File: src/rtl/watch_mode_controller_pkg.sv
// Shared types, BCD limits and the two-digit BCD increment used by the
// watch mode controller.
package watch_ctrl_pkg;

   typedef enum logic [1:0] {
      STOP = 2'd0,
      RUN  = 2'd1,
      SET  = 2'd2
   } state_t;

   typedef enum logic [1:0] {
      HR  = 2'd0,
      MIN = 2'd1,
      SEC = 2'd2
   } field_t;

   localparam logic [7:0] HR_MAX = 8'h23;
   localparam logic [7:0] MS_MAX = 8'h59;

   // Anything at or past the limit wraps to 00, so a stray out-of-range
   // captured value still recovers on the next increment.
   function automatic logic [7:0] bcd2_inc(input logic [7:0] value, input logic [7:0] max);
      logic [7:0] result;
      if (value >= max) begin
         result = 8'h00;
      end else if (value[3:0] == 4'd9) begin
         result = {value[7:4] + 4'd1, 4'h0};
      end else begin
         result = value + 8'd1;
      end
      return result;
   endfunction

endpackage

File: src/rtl/watch_mode_controller_if.sv
// Button, live-time and chain-control signals of the watch mode controller.
// Levels: buttons are debounced levels; count_en, clear and load are
// one-cycle pulses, never more than one of them high in a cycle.
interface watch_mode_controller_if;
   import watch_ctrl_pkg::*;

   logic       btn_startstop;
   logic       btn_clear;
   logic       btn_mode;
   logic       btn_sel;
   logic       btn_inc;
   logic [3:0] cur_hr1, cur_hr0, cur_min1, cur_min0, cur_sec1, cur_sec0;
   logic       count_en;
   logic       clear;
   logic       load;
   logic [3:0] ld_hr1, ld_hr0, ld_min1, ld_min0, ld_sec1, ld_sec0;
   logic       running;
   logic       set_mode;
   logic [1:0] edit_field;
   state_t     state;

   modport master (
      output btn_startstop, btn_clear, btn_mode, btn_sel, btn_inc,
      output cur_hr1, cur_hr0, cur_min1, cur_min0, cur_sec1, cur_sec0,
      input  count_en, clear, load,
      input  ld_hr1, ld_hr0, ld_min1, ld_min0, ld_sec1, ld_sec0,
      input  running, set_mode, edit_field, state
   );

   modport slave (
      input  btn_startstop, btn_clear, btn_mode, btn_sel, btn_inc,
      input  cur_hr1, cur_hr0, cur_min1, cur_min0, cur_sec1, cur_sec0,
      output count_en, clear, load,
      output ld_hr1, ld_hr0, ld_min1, ld_min0, ld_sec1, ld_sec0,
      output running, set_mode, edit_field, state
   );

endinterface

File: src/rtl/watch_mode_controller_btn_event.sv
// Rising-edge detector for one debounced button level.
module btn_event (
   input  logic clk,
   input  logic btn,
   output logic pulse
);

   logic prev;

   // prev follows the button in reset too, so a button held through reset
   // does not fire when reset drops.
   always_ff @(posedge clk) begin
      prev <= btn;
   end

   assign pulse = btn & ~prev;

endmodule

File: src/rtl/watch_mode_controller.sv
// STOP/RUN/SET sequencer for the BCD hh:mm:ss chain: 1 Hz tick prescaler,
// button events, and a private edit copy committed with a single load pulse.
module watch_mode_controller
   import watch_ctrl_pkg::*;
#(
   parameter int TICK_DIV = 100
) (
   input logic clk,
   input logic reset,
   watch_mode_controller_if.slave ctrl
);

   localparam int PW = (TICK_DIV > 2) ? $clog2(TICK_DIV) : 1;
   localparam logic [PW-1:0] LAST = PW'(TICK_DIV - 1);

   logic ev_ss, ev_clr, ev_mode, ev_sel, ev_inc;

   btn_event u_ss   (.clk(clk), .btn(ctrl.btn_startstop), .pulse(ev_ss));
   btn_event u_clr  (.clk(clk), .btn(ctrl.btn_clear),     .pulse(ev_clr));
   btn_event u_mode (.clk(clk), .btn(ctrl.btn_mode),      .pulse(ev_mode));
   btn_event u_sel  (.clk(clk), .btn(ctrl.btn_sel),       .pulse(ev_sel));
   btn_event u_inc  (.clk(clk), .btn(ctrl.btn_inc),       .pulse(ev_inc));

   state_t          state, state_n;
   field_t          field, field_n;
   logic [PW-1:0]   presc, presc_n;
   logic [7:0]      ed_hr, ed_min, ed_sec, ed_hr_n, ed_min_n, ed_sec_n;
   logic            count_en_q, clear_q, load_q, running_q, set_mode_q;
   logic            count_en_n, clear_n, load_n;

   always_comb begin
      state_n    = state;
      field_n    = field;
      presc_n    = '0;
      ed_hr_n    = ed_hr;
      ed_min_n   = ed_min;
      ed_sec_n   = ed_sec;
      count_en_n = 1'b0;
      clear_n    = 1'b0;
      load_n     = 1'b0;
      case (state)
         STOP: begin
            if (ev_mode) begin
               state_n  = SET;
               field_n  = HR;
               ed_hr_n  = {ctrl.cur_hr1, ctrl.cur_hr0};
               ed_min_n = {ctrl.cur_min1, ctrl.cur_min0};
               ed_sec_n = {ctrl.cur_sec1, ctrl.cur_sec0};
            end else if (ev_ss) begin
               state_n = RUN;
            end else if (ev_clr) begin
               clear_n = 1'b1;
            end
         end
         RUN: begin
            // Entering SET drops any tick due this cycle; stopping does not.
            if (ev_mode) begin
               state_n  = SET;
               field_n  = HR;
               ed_hr_n  = {ctrl.cur_hr1, ctrl.cur_hr0};
               ed_min_n = {ctrl.cur_min1, ctrl.cur_min0};
               ed_sec_n = {ctrl.cur_sec1, ctrl.cur_sec0};
            end else begin
               if (presc == LAST) begin
                  count_en_n = 1'b1;
               end else begin
                  presc_n = presc + 1'b1;
               end
               if (ev_ss) begin
                  state_n = STOP;
                  presc_n = '0;
               end
            end
         end
         SET: begin
            if (ev_mode) begin
               load_n  = 1'b1;
               state_n = STOP;
            end else if (ev_sel) begin
               case (field)
                  HR:      field_n = MIN;
                  MIN:     field_n = SEC;
                  default: field_n = HR;
               endcase
            end else if (ev_inc) begin
               case (field)
                  HR:      ed_hr_n  = bcd2_inc(ed_hr, HR_MAX);
                  MIN:     ed_min_n = bcd2_inc(ed_min, MS_MAX);
                  default: ed_sec_n = bcd2_inc(ed_sec, MS_MAX);
               endcase
            end
         end
         default: state_n = STOP;
      endcase
   end

   always_ff @(posedge clk) begin
      if (reset) begin
         state      <= STOP;
         field      <= HR;
         presc      <= '0;
         ed_hr      <= 8'h00;
         ed_min     <= 8'h00;
         ed_sec     <= 8'h00;
         count_en_q <= 1'b0;
         clear_q    <= 1'b0;
         load_q     <= 1'b0;
         running_q  <= 1'b0;
         set_mode_q <= 1'b0;
      end else begin
         state      <= state_n;
         field      <= field_n;
         presc      <= presc_n;
         ed_hr      <= ed_hr_n;
         ed_min     <= ed_min_n;
         ed_sec     <= ed_sec_n;
         count_en_q <= count_en_n;
         clear_q    <= clear_n;
         load_q     <= load_n;
         running_q  <= (state_n == RUN);
         set_mode_q <= (state_n == SET);
      end
   end

   assign ctrl.count_en   = count_en_q;
   assign ctrl.clear      = clear_q;
   assign ctrl.load       = load_q;
   assign ctrl.running    = running_q;
   assign ctrl.set_mode   = set_mode_q;
   assign ctrl.edit_field = field;
   assign ctrl.state      = state;
   assign {ctrl.ld_hr1, ctrl.ld_hr0}   = ed_hr;
   assign {ctrl.ld_min1, ctrl.ld_min0} = ed_min;
   assign {ctrl.ld_sec1, ctrl.ld_sec0} = ed_sec;

endmodule

File: src/flat_wrapper.sv
// flat-port wrapper written by rule: the top's interface ports become plain ports
module watch_mode_controller_flat import watch_ctrl_pkg::*;
#(
   parameter int TICK_DIV = 100
)
  (clk, reset, ctrl_btn_startstop, ctrl_btn_clear, ctrl_btn_mode, ctrl_btn_sel, ctrl_btn_inc, ctrl_cur_hr1, ctrl_cur_hr0, ctrl_cur_min1, ctrl_cur_min0, ctrl_cur_sec1, ctrl_cur_sec0, ctrl_count_en, ctrl_clear, ctrl_load, ctrl_ld_hr1, ctrl_ld_hr0, ctrl_ld_min1, ctrl_ld_min0, ctrl_ld_sec1, ctrl_ld_sec0, ctrl_running, ctrl_set_mode, ctrl_edit_field, ctrl_state);
  watch_mode_controller_if ctrl_i ();
  input logic clk;
  input logic reset;
  input wire logic [$bits(ctrl_i.btn_startstop)-1:0] ctrl_btn_startstop;
  input wire logic [$bits(ctrl_i.btn_clear)-1:0] ctrl_btn_clear;
  input wire logic [$bits(ctrl_i.btn_mode)-1:0] ctrl_btn_mode;
  input wire logic [$bits(ctrl_i.btn_sel)-1:0] ctrl_btn_sel;
  input wire logic [$bits(ctrl_i.btn_inc)-1:0] ctrl_btn_inc;
  input wire logic [$bits(ctrl_i.cur_hr1)-1:0] ctrl_cur_hr1;
  input wire logic [$bits(ctrl_i.cur_hr0)-1:0] ctrl_cur_hr0;
  input wire logic [$bits(ctrl_i.cur_min1)-1:0] ctrl_cur_min1;
  input wire logic [$bits(ctrl_i.cur_min0)-1:0] ctrl_cur_min0;
  input wire logic [$bits(ctrl_i.cur_sec1)-1:0] ctrl_cur_sec1;
  input wire logic [$bits(ctrl_i.cur_sec0)-1:0] ctrl_cur_sec0;
  output wire logic [$bits(ctrl_i.count_en)-1:0] ctrl_count_en;
  output wire logic [$bits(ctrl_i.clear)-1:0] ctrl_clear;
  output wire logic [$bits(ctrl_i.load)-1:0] ctrl_load;
  output wire logic [$bits(ctrl_i.ld_hr1)-1:0] ctrl_ld_hr1;
  output wire logic [$bits(ctrl_i.ld_hr0)-1:0] ctrl_ld_hr0;
  output wire logic [$bits(ctrl_i.ld_min1)-1:0] ctrl_ld_min1;
  output wire logic [$bits(ctrl_i.ld_min0)-1:0] ctrl_ld_min0;
  output wire logic [$bits(ctrl_i.ld_sec1)-1:0] ctrl_ld_sec1;
  output wire logic [$bits(ctrl_i.ld_sec0)-1:0] ctrl_ld_sec0;
  output wire logic [$bits(ctrl_i.running)-1:0] ctrl_running;
  output wire logic [$bits(ctrl_i.set_mode)-1:0] ctrl_set_mode;
  output wire logic [$bits(ctrl_i.edit_field)-1:0] ctrl_edit_field;
  output wire logic [$bits(ctrl_i.state)-1:0] ctrl_state;
  assign ctrl_i.btn_startstop = ctrl_btn_startstop;
  assign ctrl_i.btn_clear = ctrl_btn_clear;
  assign ctrl_i.btn_mode = ctrl_btn_mode;
  assign ctrl_i.btn_sel = ctrl_btn_sel;
  assign ctrl_i.btn_inc = ctrl_btn_inc;
  assign ctrl_i.cur_hr1 = ctrl_cur_hr1;
  assign ctrl_i.cur_hr0 = ctrl_cur_hr0;
  assign ctrl_i.cur_min1 = ctrl_cur_min1;
  assign ctrl_i.cur_min0 = ctrl_cur_min0;
  assign ctrl_i.cur_sec1 = ctrl_cur_sec1;
  assign ctrl_i.cur_sec0 = ctrl_cur_sec0;
  assign ctrl_count_en = ctrl_i.count_en;
  assign ctrl_clear = ctrl_i.clear;
  assign ctrl_load = ctrl_i.load;
  assign ctrl_ld_hr1 = ctrl_i.ld_hr1;
  assign ctrl_ld_hr0 = ctrl_i.ld_hr0;
  assign ctrl_ld_min1 = ctrl_i.ld_min1;
  assign ctrl_ld_min0 = ctrl_i.ld_min0;
  assign ctrl_ld_sec1 = ctrl_i.ld_sec1;
  assign ctrl_ld_sec0 = ctrl_i.ld_sec0;
  assign ctrl_running = ctrl_i.running;
  assign ctrl_set_mode = ctrl_i.set_mode;
  assign ctrl_edit_field = ctrl_i.edit_field;
  assign ctrl_state = ctrl_i.state;
  watch_mode_controller #(.TICK_DIV(TICK_DIV)) u_core (.clk(clk), .reset(reset), .ctrl(ctrl_i));
endmodule
File: config.mk
export PLATFORM = sky130hd
export DESIGN_NAME = watch_mode_controller_flat
export DESIGN_NICKNAME = d
export VERILOG_FILES = /design/src/rtl/watch_mode_controller_pkg.sv /design/src/rtl/watch_mode_controller_if.sv /design/src/rtl/watch_mode_controller_btn_event.sv /design/src/rtl/watch_mode_controller.sv /design/src/flat_wrapper.sv
export SDC_FILE = /design/constraint.sdc
export NUM_CORES = 1
export LEC_CHECK = 0
export ABC_AREA = 1
export BUFFER_PORTS_ARGS = -buffer_cell sky130_fd_sc_hd__buf_2
export CAP_MARGIN = 30
export CORE_MARGIN = 2
export CORE_UTILIZATION = 46
export DETAILED_ROUTE_END_ITERATION = 16
export PLACE_DENSITY = 0.71
export SYNTH_ARGS = -nofsm -noshare
export SYNTH_HDL_FRONTEND = slang
export SYNTH_SLANG_ARGS = --single-unit
File: constraint.sdc
create_clock -name clk -period 1.7 [get_ports clk]
set_input_delay 0.255 -clock clk [delete_from_list [all_inputs] [get_ports clk]]
set_output_delay 0.255 -clock clk [all_outputs]
set_load 0.03 [all_outputs]
==> impl_results.md, run 1 <==
* Syn_nets at 419
* Core area at 5140 sq um
* Crit path kind: flop to flop
* Synth top area share at 36.8%
* Setup TNS at 0 ns
* # IOs at 64
* Final wirelength at 5900 um
* Top post-synthesis cells by area: dfxtp_1 (37%), nand2_1 (13%), nor2_1 (9.3%)
* H-tree depth at 2
* Synth area leader: dfxtp_1
* Final worst path period need at 1.54 ns
* VDD IR max at 0.000714 V
* Area Overhead vs Synth at 22.8%
* Die ar. at 5930 sq um
* Rows at 26
* 1st-pass router iterations at 4
* Hold path start: ctrl_btn_clear
* Reg2reg end: u_core.ed_sec[2]
* DIE WIDTH at 77.0 um
* Worst-skew pair later-pin latency at 0.30 ns
* Post-synthesis cell area at 2450 sq um
* Hold_ws at 0.0617 ns
* Max-Cap Viols at 0
* Worst Path Max Fanout at 13
* Largest net degree at the start of global routing at 24
* Die height at 77.0 um
* Critical Path Source Type: flop
* Routed Antenna Nets at 0
* Power Total at 0.00271 W
* Worst Skew at 0.00852 ns
* Synth unique cells at 26
* Hold Crit Class: input port to flop
* Worst-Margin Slew at 0.321 ns
* Routed vias/inst at 4.92
* Post-DP HPWL at 4380 um
* Layout cells sized above 1 at 20.8%
* Worst rel slew slack at 78.6%
* Initial antenna violation count at 0
* Setup slack, reg-to-reg at 0.16 ns
* Synth warn at 0
* Final Hold Viols at 0
* Gr ovfl total at 0
* CP endpoint kind: flop
* Synth Instances at 379
* First-pass GRT wire length at 10,300 um
* Starting Density at 47.7%
* CTS Buf Count at 5
* Inst Count DP at 513
* WL/cell at 11.3 um
* Vias at 2,564
* DRT iter0 DRCs at 198
* Yosys reg bits at 45
* Root Driver: clkbuf_8
* Worst Path Arrival at 1.78 ns
* Drt drc at 0
* Clock sinks at 45
* Fin crit share at 90.4%
* Max-slew violation count at 0
* CTS tree: yes
* Gpl congestion at 0.838
* Clock transition at the registers of the reported paths at 0.09 ns
* Commonest non-fill, non-tap cell in the layout: nand2_1
* Worst r2r src: u_core.ctrl.state[1]
* Mean post-synth cell area at 6.47 sq um
* Finished Layout Cells at 521
* Number of inserted diodes at 0
* Fmax at 651 MHz
* Hold Crit Endpoint: u_core.u_clr.prev
* CTS Buffer Depth at 2
* Final Util at 58.5%
* Pwr Density at 901 nW/um^2
* P_leak at 1.60 nW
* RSZ-0062 raised after global routing: no
* Final net count at 490
* Final Setup Violations at 0
* Port Buffers at 63
* Most frequent cells in the layout: nand2_1 (86), buf_2 (63), nor2_1 (60), inv_1 (50), dfxtp_1 (44)
* Vias in the first global route at 2,406
* GRT Total Usage at 21.1%
* Sequential area share after synthesis at 36.8%
* Hold Path Depth at 1
* Status: complete, no violations
* R2R cell count at 7
* Worst Path Required at 1.94 ns
* Hold-fix buffer count after cts at 0
## cells by family after synthesis
| family | Yosys count | synth area share, % |
|---|---|---|
| buffers and inverters | 62 | 9.85 |
| AOI/OAI and AO/OA | 48 | 10.4 |
| xor gates and xnor gates | 3 | 1.07 |
| and+or+nand+nor | 212 | 37.4 |
| adders and majority gates | 9 | 4.59 |
| DFF | 45 | 36.8 |
## per-stage QoR
stage	setup WS (ns)	cell area, sq um
5_1_grt	0.0410	3010
6_report	0.163	3010
3_5_place_dp	0.139	2880
4_1_cts	0.114	3000
3_3_place_gp	0.185	2880
2_1_floorplan	0.136	2450
## registers in the layout (all words and copies together), names as in the netlist, 2 cells and up
signal                  flops
u_core.ctrl.edit_field      2
u_core.ctrl.state           2
u_core.ed_hr                8
u_core.ed_min               8
u_core.ed_sec               8
u_core.presc                7
## synthesized netlist by cell type (all sizes together)
cell type,number
nor3,7
o21ai,16
clkbuf,4
ha,9
nor3b,2
a21oi,29
o21bai,1
nand3,38
nor2,62
buf,2
inv,56
xor2,3
nand2,91
a31oi,1
or2,1
dfxtp,45
nand3b,3
nand4,8
a21boi,1
## how the worst max path moves through the flow
stage,from,endpoint,slack [ns]
4_1_cts,u_core.ctrl.state[0],u_core.ed_sec[2],0.11
3_3_place_gp,u_core.ctrl.state[0],u_core.ed_sec[2],0.18
2_1_floorplan,u_core.ctrl.state[0],u_core.ed_sec[0],0.14
6_report,u_core.ctrl.state[1],u_core.ed_sec[2],0.16
5_1_grt,u_core.ctrl.state[1],u_core.ctrl.edit_field[0],0.04
3_5_place_dp,u_core.ctrl.state[1],u_core.ed_hr[7],0.14
## power by group
part | leakage [nW] | internal [W] | switching, W
sequential | 0.370 | 0.00113 | 0.0000840
combinational | 1.18 | 0.000214 | 0.000425
clock | 0.0574 | 0.000478 | 0.000382
## routing by layer
metal / up-vias / GRT usage (%) / share of wire (%)
li1: 1347 / - / -
met1: 1146 / 26.0 / 46
met2: 67 / 35.9 / 47
met3: 4 / 5.41 / 5.5
met4: 0 / 7.14 / 0.97
met5: - / 0 / 0
## final cells by class
class                      instances  area (sq um)
inverter                          56           213
fill                             532          2130
timing repair buffer              70           368
clock inverter                     2          37.5
clock buffer                       6          82.6
multi-input combinational        272          1320
tap                               70          87.6
sequential                        45           902
## worst max-delay path, stage by stage (launching register included)
cell,delay [ns]
dfxtp_1,0.36
inv_2,0.10
nand3_1,0.19
a21oi_2,0.26
nand2_2,0.21
o21ai_0,0.20
inv_1,0.06
nor2_1,0.09
## repair_timing
item,CTS,global route
setup endpoints to repair,0,11
gates resized for setup,0,5
buffers inserted,0,0
(Power assumes the default switching activity.)
==> run 2, diff against run 1 <==
Settings changed: CORE_UTILIZATION 46 to 53, PLACE_DENSITY 0.71 to 0.8.
Clock period 1.7 ns to 1.6 ns, I/O delays scaled along.
==> run 2 against run 1 <==
Clock power rose by 19%; die area decreased by 13%; clock skew is 0.0012 ns higher; clock-buffer cell count fell by 1; critical path depth grew 3; first-iteration DRC count shrank 0.51%; hold slack got worse by 0.011 ns; combinational power rose by 9.9%; largest cell class unchanged; largest power group unchanged.
==> impl_results.md, run 2 (synthesis results as in run 1) <==
* Commonest non-fill, non-tap cell in the layout: nand2_1
* Hold Crit Endpoint: u_core.u_ss.prev
* H-tree depth at 2
* CTS Buffer Depth at 2
* CTS tree: yes
* Final Setup Violations at 0
* Worst-skew pair later-pin latency at 0.30 ns
* Reg2reg end: u_core.ed_min[1]
* Clk pwr share at 33.9%
* Post CTS Setup Buffer Count at 0
* Final Util at 69.1%
* Starting Density at 55.5%
* Crit-path slowest cell: dfxtp_2
* Sequential power share at 42.8%
* Worst stage delay on the critical path at 0.36 ns
* First-pass GRT wire length at 10,300 um
* VDD IR max at 0.000700 V
* Drt drc at 0
* DIE WIDTH at 72.0 um
* Clock sinks at 45
* Hold_ws at 0.0510 ns
* Clock transition at the registers of the reported paths at 0.09 ns
* Worst Path Required at 1.80 ns
* Worst setup startpoint: u_core.ctrl.state[0]
* Routed Antenna Nets at 0
* Initial antenna violation count at 0
* Placed cell area at 2890 sq um
* NetSw at 0.000944 W
* CP dominant cell by count: nand2_1
* Worst Path Arrival at 1.65 ns
* P_leak at 1.64 nW
* DRT iter0 DRCs at 197
* Comb power frac at 23.3%
* Fin area at 3050 sq um
* Hold path start: ctrl_btn_startstop
* Final net count at 495
* Vias in the first global route at 2,345
* Fin crit share at 90.8%
* Vias at 2,561
* Final wirelength at 5930 um
* Status: complete, no violations
* Final worst path period need at 1.45 ns
* Max-slew violation count at 0
* Gpl congestion at 0.870
* Die ar. at 5180 sq um
* Area Overhead vs Synth at 24.4%
* Root Driver: clkbuf_8
* Switching share of total power at 31.4%
* Setup TNS at 0 ns
* Crit path cell chain: inv_2 > nand2_4 > nor2_2 > nand2_1 > nand2_1 > nand2_2 > inv_2 > nand2_1 > nor2_1 > nor2_1
* Routed vias/inst at 5.04
* Crit path kind: flop to flop
* Setup slack, reg-to-reg at 0.15 ns
* Rows at 24
* Worst Skew at 0.00972 ns
* Pwr Density at 986 nW/um^2
* Hold Crit Class: input port to flop
* Layout cells sized above 1 at 22.4%
* CP endpoint kind: flop
* Worst r2r src: u_core.ctrl.state[0]
* Post-DP HPWL at 4430 um
* Finished Layout Cells at 508
* Port Buffers at 63
* Final Hold Viols at 0
* Largest registers: u_core.ed_hr (8), u_core.ed_min (8), u_core.ed_sec (8)
* Hold Path Depth at 1
* Fmax at 688 MHz
* Core area at 4410 sq um
* Inst Count DP at 500
* Worst Path Max Fanout at 8
* Largest net degree at the start of global routing at 24
* Max-Cap Viols at 0
* RSZ-0062 raised after global routing: no
* 1st-pass router iterations at 4
* Most frequent cells in the layout: nand2_1 (86), buf_2 (63), nor2_1 (59), inv_1 (50), dfxtp_1 (43)
* Critical Path Source Type: flop
* Gr ovfl total at 0
* Number of inserted diodes at 0
* Worst-Margin Slew at 0.344 ns
* Worst rel slew slack at 77.1%
* # IOs at 64
* CTS Buf Count at 5
* Die height at 72.0 um
* WL/cell at 11.7 um
* R2R cell count at 10
* GRT Total Usage at 24.6%
* Internal power at 0.00206 W
run 2: cell type report:
type / instances / area (sq um)
inverter: 56 / 210
fill: 391 / 1370
clock buffer: 5 / 68.8
multi-input combinational: 272 / 1330
clock inverter: 3 / 65.1
sequential: 45 / 903
timing repair buffer: 75 / 405
tap: 52 / 65.1
run 2: worst max-delay path: cells and delay by family (launching register included):
| kind | cells | cell delay (ns) |
|---|---|---|
| AND/OR/NAND/NOR | 8 | 0.74 |
| flip-flops | 1 | 0.36 |
| buffers and inverters | 2 | 0.25 |
run 2: worst max path at each step:
| stage | to | cells after the start |
|---|---|---|
| after floorplan | u_core.ed_sec[0] | 8 |
| after global routing | u_core.ed_min[0] | 10 |
| after CTS | u_core.ed_sec[2] | 8 |
| after detailed placement | u_core.ed_min[0] | 10 |
| final | u_core.ed_min[1] | 10 |
| after global placement | u_core.ed_hr[7] | 7 |
run 2: per-stage QoR:
stage	total power (W)	setup slack [ns]
2_1_floorplan	0.00178	0.0361
3_3_place_gp	0.00199	0.126
3_5_place_dp	0.00200	0.0814
4_1_cts	0.00301	0.0678
5_1_grt	0.00318	0.00658
6_report	0.00301	0.147
run 2: power by group through the flow:
stage | clock network (W) | registers [W] | logic, W
3_3_place_gp | 0 | 0.00131 | 0.000682
6_report | 0.00102 | 0.00129 | 0.000702
3_5_place_dp | 0 | 0.00131 | 0.000692
5_1_grt | 0.00109 | 0.00130 | 0.000788
4_1_cts | 0.00104 | 0.00128 | 0.000696
2_1_floorplan | 0 | 0.00144 | 0.000332
run 2: what timing repair did:
item | CTS | global route
gates resized for setup | 0 | 8
hold buffers | 0 | 0
endpoints found under the hold margin | 0 | 0
endpoints found under the setup margin | 0 | 17
run 2: metal layers:
| layer | GRT usage [%] | up-vias | part of all wire, % |
|---|---|---|---|
| met2 | 42.4 | 72 | 50 |
| met1 | 31.5 | 1132 | 45 |
| met3 | 4.58 | 4 | 5.2 |
| met4 | 6.71 | 0 | 0.67 |
| li1 | - | 1353 | - |
| met5 | 0 | - | 0 |
==> run 3, diff against run 2 <==
Settings changed: CORE_ASPECT_RATIO set to 1.4.
==> run 3 against run 2 <==
Sequential power is essentially flat; global-route usage grew 0.48 points; via count grew 2.4%; clock-buffer cell count is the same; combinational power shrank 2%; sequential share of layout area grew 0.39 points; sequential cell count is the same; critical path type unchanged; highest routed layer unchanged.
==> impl_results.md, run 3 (synthesis results as in run 1) <==
* Post-CTS sizing at 0
* Worst rel slew slack at 75.4%
* Final Hold Viols at 0
* Clock transition at the registers of the reported paths at 0.10 ns
* Rows at 29
* Commonest non-fill, non-tap cell in the layout: nand2_1
* Worst r2r src: u_core.ed_min[5]
* Final net count at 492
* Port Buffers at 63
* Worst setup startpoint: u_core.ed_min[5]
* CTS tree: yes
* Worst-Margin Slew at 0.367 ns
* Fillers at 451
* DRT iter0 DRCs at 138
* Crit-path slowest cell: dfxtp_1
* Most frequent cells in the layout: nand2_1 (87), buf_2 (63), nor2_1 (60), inv_1 (50), dfxtp_1 (44)
* CTS Buf Count at 5
* CP endpoint kind: flop
* Multi-input combinational cell area at 1310 sq um
* Worst Skew at 0.00404 ns
* Crit path cell chain: inv_1 > ha_1 > nand3_1 > a21oi_1 > nor2_1 > inv_2 > nor2_1 > nor2_1 > nor2_1
* Kind of cell adding the most delay to the critical path: simple AND/OR/NAND/NOR gates
* Routed vias/inst at 5.09
* CP dominant cell by count: nor2_1
* RSZ-0062 raised after global routing: yes
* Vias in the first global route at 2,519
* Core area at 4500 sq um
* Hold_ws at 0.0354 ns
* Die height at 84.5 um
* GRT Total Usage at 25.0%
* Final worst path period need at 1.50 ns
* Area Overhead vs Synth at 22.6%
* CP Depth at 9
* Status: complete, no violations
* Worst-skew pair later-pin latency at 0.31 ns
* Initial antenna violation count at 0
* WL/cell at 11.9 um
* Largest net degree at the start of global routing at 24
* Final wirelength at 6150 um
* Drt drc at 0
* Reg2reg end: u_core.ed_min[1]
* Starting Density at 54.5%
* Gr ovfl total at 0
* Critical Path Source Type: flop
* Die ar. at 5190 sq um
* Fmax at 666 MHz
* Worst Path Arrival at 1.75 ns
* Max-slew violation count at 0
* Largest registers: u_core.ed_hr (8), u_core.ed_min (8), u_core.ed_sec (8)
* P_leak at 1.61 nW
* Register Area at 902 sq um
* First-pass GRT wire length at 10,100 um
* CTS Buffer Depth at 2
* Fin crit share at 93.9%
* Post-DP HPWL at 4520 um
* Hold-fix buffer count after cts at 0
* Inst Count DP at 507
* Final setup margin at 0.0974 ns
* Final Setup Violations at 0
* Vias at 2,623
* H-tree depth at 2
* 1st-pass router iterations at 5
* Crit path kind: flop to flop
* # IOs at 64
* Number of inserted diodes at 0
* VDD IR max at 0.000737 V
* Hold Crit Class: input port to flop
* Worst stage delay on the critical path at 0.40 ns
* Worst Path Max Fanout at 5
* Layout cells sized above 1 at 21.0%
* Root Driver: clkbuf_8
* WP buf/inv at 2
* Clock sinks at 45
* Worst Path Required at 1.85 ns
* Setup slack, reg-to-reg at 0.1 ns
* Max-Cap Viols at 0
* DIE WIDTH at 61.5 um
* Pwr Density at 967 nW/um^2
* Post CTS Setup Buffer Count at 0
* Gpl congestion at 0.886
* Finished Layout Cells at 515
* Routed Antenna Nets at 0
* Critical path capture point: u_core.ed_min[1]
* DP Worst Slack at 0.0513 ns
* R2R cell count at 9
## run 3: how the worst min path moves through the flow
stage	startpoint	endpoint	slack (ns)	cells after the start
6_report	ctrl_btn_inc	u_core.u_inc.prev	0.04	1
2_1_floorplan	ctrl_btn_clear	u_core.u_clr.prev	0.27	0
5_1_grt	ctrl_btn_inc	u_core.u_inc.prev	0.02	1
4_1_cts	ctrl_btn_inc	u_core.u_inc.prev	0.03	1
3_3_place_gp	ctrl_btn_inc	u_core.u_inc.prev	0.36	1
3_5_place_dp	ctrl_btn_inc	u_core.u_inc.prev	0.36	1
## run 3: worst reg2reg max path: stages (launching register included)
cell     delay [ns]
dfxtp_1        0.40
inv_1          0.10
ha_1           0.18
nand3_1        0.08
a21oi_1        0.04
nor2_1         0.30
inv_2          0.08
nor2_1         0.10
nor2_1         0.05
nor2_1         0.10
## run 3: cell type report
type	instances	share of cell area, %
clock buffer	5	2.29
timing repair buffer	72	12.7
tap	62	2.58
multi-input combinational	272	43.6
sequential	45	30.0
inverter	56	7.08
clock inverter	3	1.67
## run 3: report_power, final
part | switching (W) | internal [W]
registers | 0.0000942 | 0.00120
logic | 0.000454 | 0.000231
clock network | 0.000448 | 0.000479
total | 0.000997 | 0.00191
## run 3: metal layers
layer  vias up  global-route usage, %  part of all wire [%]
met5         -                      0                     0
met4         0                   10.4                   2.0
met3        15                   6.47                   5.7
met2        73                   44.8                    52
met1      1183                   26.5                    40
li1       1352                      -                     -
## run 3: through the flow
| step | instance area [sq um] | util (%) | power, W | setup TNS [ns] |
|---|---|---|---|---|
| after floorplan | 2450 | - | 0.00178 | 0 |
| after global placement | 2880 | 64.0 | 0.00198 | 0 |
| after detailed placement | 2880 | 64.0 | 0.00199 | 0 |
| after CTS | 3000 | 66.7 | 0.00292 | 0 |
| after global routing | 3010 | 66.8 | 0.00305 | -0.238 |
| final | 3010 | 66.8 | 0.00291 | 0 |
